## config.mk

```make
export PLATFORM = sky130hd
export DESIGN_NAME = mouse_pos_sync
export DESIGN_NICKNAME = d
export VERILOG_FILES = /design/src/rtl/mouse_pos_sync.sv
export SDC_FILE = /design/constraint.sdc
export NUM_CORES = 1
export LEC_CHECK = 0
export ABC_AREA = 1
export CAP_MARGIN = 20
export CELL_PAD_IN_SITES_DETAIL_PLACEMENT = 1
export CELL_PAD_IN_SITES_GLOBAL_PLACEMENT = 1
export CORE_UTILIZATION = 36
export DETAILED_ROUTE_END_ITERATION = 6
export GPL_ROUTABILITY_DRIVEN = 0
export PLACE_DENSITY_LB_ADDON = 0.1
export SLEW_MARGIN = 20
export SYNTH_ARGS = -nofsm -noshare
export SYNTH_HDL_FRONTEND = slang
export SYNTH_SLANG_ARGS = --single-unit
```

## constraint.sdc

```tcl
create_clock -name pclk -period 1.4 [get_ports pclk]
set_input_delay 0.21 -clock pclk [delete_from_list [all_inputs] [get_ports pclk]]
set_output_delay 0.21 -clock pclk [all_outputs]
set_load 0.02 [all_outputs]
```

## src/rtl/mouse_pos_sync.sv

```systemverilog
// Mouse position synchroniser: holds the latest mouse sample and commits it to the
// cursor overlay once per frame, at the start of vertical blanking.
module mouse_pos_sync #(
    parameter int XMAX = 799,
    parameter int YMAX = 599
) (
    input  logic        pclk,
    input  logic        rst_n,
    input  logic        in_valid,
    output logic        in_ready,
    input  logic [11:0] xpos_in,
    input  logic [11:0] ypos_in,
    input  logic        left_in,
    input  logic        vblnk_in,
    output logic [11:0] xpos_out,
    output logic [11:0] ypos_out,
    output logic        left_out,
    output logic        left_click,
    output logic        frame_upd
);

    localparam logic [11:0] XMAX_C = 12'(XMAX);
    localparam logic [11:0] YMAX_C = 12'(YMAX);

    typedef enum logic [1:0] {
        IDLE,
        PEND,
        COMMIT
    } state_t;

    state_t      state_q, state_d;
    logic [11:0] pend_x_q, pend_x_d;
    logic [11:0] pend_y_q, pend_y_d;
    logic        pend_left_q, pend_left_d;
    logic [11:0] xpos_q, xpos_d;
    logic [11:0] ypos_q, ypos_d;
    logic        left_q, left_d;
    logic        left_click_q, left_click_d;
    logic        frame_upd_q, frame_upd_d;
    logic        in_ready_q, in_ready_d;
    logic        vblnk_prev_q, vblnk_prev_d;
    logic        accept;
    logic        vblank_start;

    assign accept       = in_valid & in_ready_q;
    assign vblank_start = vblnk_in & ~vblnk_prev_q;

    always_comb begin
        state_d      = state_q;
        pend_x_d     = pend_x_q;
        pend_y_d     = pend_y_q;
        pend_left_d  = pend_left_q;
        xpos_d       = xpos_q;
        ypos_d       = ypos_q;
        left_d       = left_q;
        left_click_d = 1'b0;
        frame_upd_d  = 1'b0;
        vblnk_prev_d = vblnk_in;

        // A sample accepted on the vblank-start edge still lands in the pending
        // registers, so it is the one transferred in the following COMMIT cycle.
        if (accept) begin
            pend_x_d    = (xpos_in > XMAX_C) ? XMAX_C : xpos_in;
            pend_y_d    = (ypos_in > YMAX_C) ? YMAX_C : ypos_in;
            pend_left_d = left_in;
        end

        case (state_q)
            IDLE: begin
                if (accept) state_d = PEND;
            end
            PEND: begin
                if (vblank_start) state_d = COMMIT;
            end
            COMMIT: begin
                xpos_d       = pend_x_q;
                ypos_d       = pend_y_q;
                left_d       = pend_left_q;
                frame_upd_d  = 1'b1;
                left_click_d = pend_left_q & ~left_q;
                state_d      = IDLE;
            end
            default: state_d = IDLE;
        endcase

        in_ready_d = (state_d != COMMIT);
    end

    // Previous-vblank resets high so a vblank already active at release is not a start.
    always_ff @(posedge pclk or negedge rst_n) begin
        if (!rst_n) begin
            state_q      <= IDLE;
            pend_x_q     <= '0;
            pend_y_q     <= '0;
            pend_left_q  <= 1'b0;
            xpos_q       <= '0;
            ypos_q       <= '0;
            left_q       <= 1'b0;
            left_click_q <= 1'b0;
            frame_upd_q  <= 1'b0;
            in_ready_q   <= 1'b0;
            vblnk_prev_q <= 1'b1;
        end else begin
            state_q      <= state_d;
            pend_x_q     <= pend_x_d;
            pend_y_q     <= pend_y_d;
            pend_left_q  <= pend_left_d;
            xpos_q       <= xpos_d;
            ypos_q       <= ypos_d;
            left_q       <= left_d;
            left_click_q <= left_click_d;
            frame_upd_q  <= frame_upd_d;
            in_ready_q   <= in_ready_d;
            vblnk_prev_q <= vblnk_prev_d;
        end
    end

    assign in_ready   = in_ready_q;
    assign xpos_out   = xpos_q;
    assign ypos_out   = ypos_q;
    assign left_out   = left_q;
    assign left_click = left_click_q;
    assign frame_upd  = frame_upd_q;

endmodule

```

Word-level counts from Yosys, hierarchy flattened:

Index checks and enable logic that the tools add are counted.

* register bits: 56
* input port bits: 29
* output and inout port bits: 28
* logic and storage cells: 29

* order comparisons: 2
* equality and inequality tests: 3
* mux-type cells: 7
* bitwise logic cells: 5
* reductions and logical operators: 1

Operators by type and width (count)
* > comparator 12 x 10 -> 1 bit, second input constant: 2
* two-way mux 12 bit: 2
* two-way mux 2 bit: 2
* case mux 2 bit (2 select lines): 1
* AND 1 bit: 3
* == test 2 x 1 -> 1 bit, second input constant: 1
* == test 2 bit, second input constant: 1
* zero test 2 bit: 1
* two-way mux 1 bit: 2
* != test 2 bit, second input constant: 1
* inverter 1 bit: 2

Longest topological paths before layout:

Gate-level depths: netlist of run 1.

* word-level depth: 5
* mapped depth: 8
* mapped depth without buffers: 8

Worst setup path before layout of run 1:

Ideal clock, no wire load.

* path type: reg2reg
* start: register in_ready_q (netlist: in_ready)
* end: register pend_x_q[0]
* library setup time: 0.120 ns
* arrival: 1.088 ns
* required time: 1.280 ns
* path slack: 0.192 ns
* cell stages (with the launch flop): 6
* buffers on the path: 1
* period minus slack after synthesis: 1.208 ns
* cell sequence: dfrtp_1 nand2_1 buf_2 or2_0 o21ai_0 inv_1

* word-level cells in the longest chain between the ends: 1

Ends and longest elaborated chain
* start: declaration: RTL line 40 `logic in_ready_q, in_ready_d;`
* start signal: assignment: RTL line 113 `in_ready_q <= in_ready_d;`
* AND 1 bit: RTL line 45 `assign accept = in_valid & in_ready_q;`
* end signal: assignment: RTL line 105 `pend_x_q <= pend_x_d;`
* end: declaration: RTL line 32 `logic [11:0] pend_x_q, pend_x_d;`

Every way passes these cells.
A chain may end at the register's enable or synchronous reset.

Worst setup path in the final report of run 1:

* start: register xpos_q[9] (netlist: xpos_out[9])
* end: output xpos_out[9]

RTL lines
* start: declaration: RTL line 35 `logic [11:0] xpos_q, xpos_d;`
* start signal: assignment: RTL line 108 `xpos_q <= xpos_d;`
* end: declaration: RTL line 15 `output logic [11:0] xpos_out,`

No word-level cell between the ends.

==> impl_metrics.tcl, run 1 <==
set metrics [dict create \
    status "completed" \
    reg2reg_slack_ns 0.23 \
    powerDensity_nw_per_um2 1520 \
    finalPower_mw 4.73 \
    syn_to_final_growth_pct 36.0 \
    numPortBuffers 56 \
    use_met3_pct 4.00 \
    synthFlopType "dfrtp_1" \
    end_kind "output port" \
    drc 0 \
    num_vias 1792 \
    met2_usage_pct 27.9 \
    yosysTopAreaCell "dfrtp_1" \
    coreArea_um2 6030 \
    reg2reg_to "ypos_out[4]" \
    start_kind "flop" \
    grt_max_degree 57 \
    swShare_pct 33.7 \
    async_flop_share_pct 100 \
    crit_type "reg2out" \
    grtUsageMet1_pct 20.5 \
    timing.rr.start "state_q[0]" \
    crit_buf_inv 1 \
    cp_slowest_stage_delay_ns 0.41 \
    avgSynthCellArea_um2 9.16 \
    post_cts_buffers 0 \
    yosysWarnings 0 \
    die-area_um2 6690 \
    slew_headroom_pct 78.5 \
    p_int_mw 3.14 \
    crit_path_max_fanout 2 \
    seqPwrFrac_pct 45.6 \
    grt_usage_pct 16.5 \
    clock_latency_ns 0.31 \
    diodes 0 \
    power.switching_mw 1.59 \
    critPathSlowestCell "dfrtp_1" \
    period_share_pct 89.7 \
    finalSetupViolCount 0 \
    num_io_pins 57 \
    drv_slew 0 \
    netlist_top_cells_count "dfrtp_1 (55), nand2_1 (55), inv_1 (43)" \
    yosysSeqAreaShare_pct 61.2 \
    netlist_area_um2 2290 \
    cts.sinks 56 \
    ys_ff_latch 56 \
    ctsHtreeMaxLevel 2 \
    wl_per_cell_um 12.3 \
    initial_utilization_pct 38.0 \
    clk_pin_slew_ns 0.10 \
    fin_nets 347 \
    die_h_um 81.8 \
    grt.overflow.total 0 \
    peakVddDrop_mv 0.651 \
    cts_buffers 5 \
    detailed_place.area_um2 3030 \
    fin_crit_ns 1.26 \
    rr_worst_depth 5 \
    tns_ns 0 \
    cp.required_ns 1.19 \
    die_width_um 81.8 \
    min_path_type "in2reg" \
    max_clock_freq_ghz 0.797 \
    path_delay_family "flip-flops" \
    rsz0062_at_grt "no" \
    antenna_found_initial 0 \
    busiest_layer "met2" \
    synthCells 250 \
    hold_start "vblnk_in" \
    clkPwrFrac_pct 22.3 \
    wl_um 4830 \
    cp.arrival_ns 1.05 \
    antenna_left 0 \
    grt_pass1_vias 1785 \
    power_frac_comb_pct 32.2 \
    worstHoldEndpoint "vblnk_prev_q" \
    drtIter0Drc 84 \
    layout-drive-gt1-share_pct 11.6 \
    whs_path_depth 1 \
    synth-edff-count 0 \
    cap_violations 0 \
    path_cells "dlygate4sd2_1" \
    fin_area_um2 3120 \
    viasPerCell 4.55 \
    place_hpwl_um 3340 \
    first_pass_iters 4 \
    grt_pass1_wl_um 8210 \
    root_buffer "clkbuf_8" \
    yosysTopAreaCellShare_pct 60.1 \
    synthTopCellsByArea "dfrtp_1 (60%), nand2_1 (9.0%), inv_1 (7.0%)" \
    fp-row-count 28 \
    worst_pin_slew_ns 0.322 \
    final-hold-violation-count 0 \
    cts_tree "done" \
    synth_fp_nets 279 \
    cts_buffer_depth 2 \
    ys_types 22 \
    fin_worst_skew_ns 0.00396 \
    p_leak_nw 1.58 \
]
-- worst max-delay path by stage --
stage | start | endpoint | slack [ns] | depth (start not counted)
finish | xpos_out[9] | xpos_out[9] | 0.14 | 1
global route | xpos_out[9] | xpos_out[9] | 0.1 | 1
CTS | ypos_out[7] | ypos_out[7] | 0.13 | 1
detailed placement | xpos_in[7] | pend_x_q[1] | -0.10 | 7
global placement | in_valid | pend_x_q[3] | -0.08 | 6
floorplan | in_ready | pend_x_q[0] | 0.19 | 5
-- cell families (layout without fill, tap and decap cells) --
group	count (synthesis)	count (layout)	share of synthesized area, %
AO/OA/AOI/OAI	40	40	9.89
flip-flops	56	56	61.2
AND/OR/NAND/NOR	100	100	18.6
buffers and inverters	54	123	10.3
-- power groups by stage --
stage          logic (mW)  clock network [mW]  registers (mW)
6_report             1.52                1.05            2.16
3_5_place_dp         1.75                   0            2.20
4_1_cts              1.56                1.08            2.16
5_1_grt              1.70                1.14            2.20
2_1_floorplan       0.519                   0            2.54
3_3_place_gp         1.72                   0            2.19
-- area by class of cell --
type | count | area (um^2)
inverters | 45 | 169
repair buffers | 70 | 691
clock inverters | 2 | 35.0
well taps | 75 | 93.8
multi-input cells | 140 | 652
fillers | 729 | 2910
clock buffers | 6 | 72.6
flip-flops and latches | 56 | 1400
-- per-layer routing --
metal | vias up | routed length [um]
met1 | 861 | 2250
met4 | 0 | 72
met2 | 30 | 2330
met3 | 7 | 176
li1 | 894 | -
met5 | - | 0
-- placed cells by master, fill, tap and decap left out, drive strengths merged --
cell type,n
inv,45
nor4,1
dlygate4sd3,1
dlygate4sd2,28
nor2,23
a21oi,1
dfstp,1
nand2,60
o21ai,34
a31oi,1
o22ai,3
clkinv,1
clkdlybuf4s50,27
or2,6
buf,14
nand3,10
bufinv,1
dfrtp,55
o31ai,1
clkbuf,6
-- repair_timing --
action | in CTS | in global routing
hold buffers | 1 | 0
gates resized for setup | 28 | 0
endpoints found under the hold margin | 55 | 0
endpoints found under the setup margin | 28 | 0
-- stage by stage --
step | utilization [%] | hold WS [ns] | std cells | setup slack, ns
6_report | 51.7 | 0.328 | 394 | 0.145
5_1_grt | 51.7 | 0.330 | 394 | 0.0974
4_1_cts | 51.7 | 0.320 | 394 | 0.133
3_5_place_dp | 50.3 | 0.236 | 385 | -0.103
3_3_place_gp | 50.3 | 0.236 | 385 | -0.0833
2_1_floorplan | - | -0.0856 | 250 | 0.192
-- state kept, by name, summed over array words and instances (netlist names) --
name          flops
in_ready          1
state_q           2
pend_left_q       1
ypos_out         12
pend_y_q         12
vblnk_prev_q      1
left_out          1
left_click        1
frame_upd         1
xpos_out         12
pend_x_q         12
(Power assumes the default switching activity.)
==> inputs of run 2 (changes only) <==
--- a/config.mk
+++ b/config.mk
@@ -9,7 +9,7 @@
 export CAP_MARGIN = 20
 export CELL_PAD_IN_SITES_DETAIL_PLACEMENT = 1
 export CELL_PAD_IN_SITES_GLOBAL_PLACEMENT = 1
-export CORE_UTILIZATION = 36
+export CORE_UTILIZATION = 33
 export DETAILED_ROUTE_END_ITERATION = 6
 export GPL_ROUTABILITY_DRIVEN = 0
 export PLACE_DENSITY_LB_ADDON = 0.1
==> constraint.sdc (replaced) <==
create_clock -name pclk -period 1 [get_ports pclk]
set_input_delay 0.15 -clock pclk [delete_from_list [all_inputs] [get_ports pclk]]
set_output_delay 0.15 -clock pclk [all_outputs]
set_load 0.02 [all_outputs]
==> impl_metrics.tcl, run 2 (synthesized netlist as in run 1, its figures left out) <==
set metrics [dict create \
    syn_to_final_growth_pct 58.4 \
    num_io_pins 57 \
    first_pass_iters 4 \
    setup_ws_ns -0.132 \
    grt_max_degree 57 \
    hold_ws_ns 0.282 \
    status "finished with violations" \
    place_hpwl_um 3710 \
    max_clock_freq_ghz 0.883 \
    diodes 0 \
    coreArea_um2 6760 \
    slew_headroom_pct 79.6 \
    powerDensity_nw_per_um2 2230 \
    grt_pass1_wl_um 9980 \
    final-instance-count-excl-fill 442 \
    num_vias 1977 \
    worst_pin_slew_ns 0.306 \
    ctsHtreeMaxLevel 2 \
    period_share_pct 113 \
    cp.required_ns 1.20 \
    cts_tree "done" \
    cts.sinks 56 \
    wl_per_cell_um 13.1 \
    antenna_found_initial 0 \
    cts_buffer_depth 2 \
    clock_latency_ns 0.31 \
    crit_buf_inv 2 \
    cp_slowest_stage_delay_ns 0.39 \
    crit_type "reg2reg" \
    die_h_um 85.3 \
    grt_pass1_vias 2112 \
    root_buffer "clkbuf_8" \
    final_cell_mix "dfrtp_1 (54), nand2_1 (52), buf_4 (46)" \
    critPathSlowestCell "dfrtp_2" \
    violations "setup timing" \
    die-area_um2 7280 \
    start_kind "flop" \
    fin_crit_ns 1.13 \
    antenna_left 0 \
    nFillCells 770 \
    rsz0062_at_grt "yes" \
    initial_utilization_pct 33.9 \
    die_width_um 85.3 \
    drtIter0Drc 68 \
    wl_um 5770 \
    cts_buffers 5 \
    grt.overflow.total 0 \
    end_kind "flop" \
    viasPerCell 4.47 \
    grt_usage_pct 17.5 \
    cp.arrival_ns 1.33 \
    fin_worst_skew_ns 0.00866 \
    cap_violations 0 \
    fin_nets 390 \
    drv_slew 0 \
    drc 0 \
    path_delay_family "flip-flops" \
    dpl.cell_count 411 \
    min_path_type "in2reg" \
    final-hold-violation-count 0 \
    finalSetupViolCount 53 \
    layout_commonest_cell "dfrtp_1" \
    fp-row-count 30 \
    numPortBuffers 56 \
    path_cells "nand2_4, buf_12, or2_0, o21ai_1, inv_1" \
    p_leak_nw 1.82 \
    peakVddDrop_mv 1.09 \
    layout-drive-gt1-share_pct 32.9 \
    crit_path_max_fanout 8 \
    clk_pin_slew_ns 0.10 \
]
==> run 2: metal layers <==
| metal | wire [um] | GRT usage, % | up-vias |
|---|---|---|---|
| met5 | 0 | 0 | - |
| li1 | - | - | 981 |
| met1 | 2530 | 21.6 | 964 |
| met2 | 3060 | 31.5 | 27 |
| met4 | 58 | 5.00 | 0 |
| met3 | 130 | 2.82 | 5 |
==> run 2: layout make-up <==
cell class	instances	area, um^2	share of cell area, %
Sequential cell	56	1400	38.7
Timing Repair Buffer	113	1140	31.4
Multi-Input combinational cell	140	692	19.1
Inverter	45	171	4.72
Tap cell	80	100	2.76
Clock buffer	6	82.6	2.28
Clock inverter	2	38.8	1.07
==> run 2: worst paths after layout <==
kind	from	to	slack [ns]	cells past startpoint
worst max-delay path	in_ready	pend_x_q[4]	-0.13	5
worst min-delay path	vblnk_in	vblnk_prev_q	0.28	1
worst max register to register	in_ready	pend_x_q[4]	-0.13	5
worst min register to register	pend_left_q	pend_left_q	0.51	2
max in group asynchronous	rst_n	vblnk_prev_q	0.35	3
min in group asynchronous	rst_n	left_click	0.35	3
==> run 2: stage by stage <==
| stage | TNS (ns) | instance area, um^2 | setup slack, ns | total power [mW] | utilization [%] |
|---|---|---|---|---|---|
| 2_1_floorplan | -1.43 | 2310 | -0.0726 | 4.31 | - |
| 3_3_place_gp | -11.08 | 3200 | -0.406 | 5.79 | 47.4 |
| 3_5_place_dp | -12.09 | 3200 | -0.477 | 5.85 | 47.4 |
| 4_1_cts | -3.57 | 3510 | -0.127 | 7.88 | 52.0 |
| 5_1_grt | -6.07 | 3630 | -0.168 | 8.52 | 53.7 |
| 6_report | -2.85 | 3630 | -0.132 | 8.08 | 53.7 |
==> run 2: repair_timing <==
item	in CTS	in global routing
gates cloned	2	0
setup endpoints to repair	67	75
pin swaps	5	4
gates resized for setup	175	11
buffers inserted	8	12
hold buffers	1	0
hold endpoints to repair	55	0
==> run 2: worst register-to-register path, delay by kind of cell, from the launching register on <==
kind | cells | cell delay (ns)
flops | 1 | 0.39
compound gates | 1 | 0.13
buf+inv | 2 | 0.21
simple gates | 2 | 0.30
==> run 2: power by group <==
part | total [mW] | internal [mW] | leakage [nW] | switching, mW
clock | 1.58 | 0.821 | 0.0614 | 0.756
sequential | 3.11 | 2.76 | 0.677 | 0.346
combinational | 3.39 | 1.91 | 1.08 | 1.48
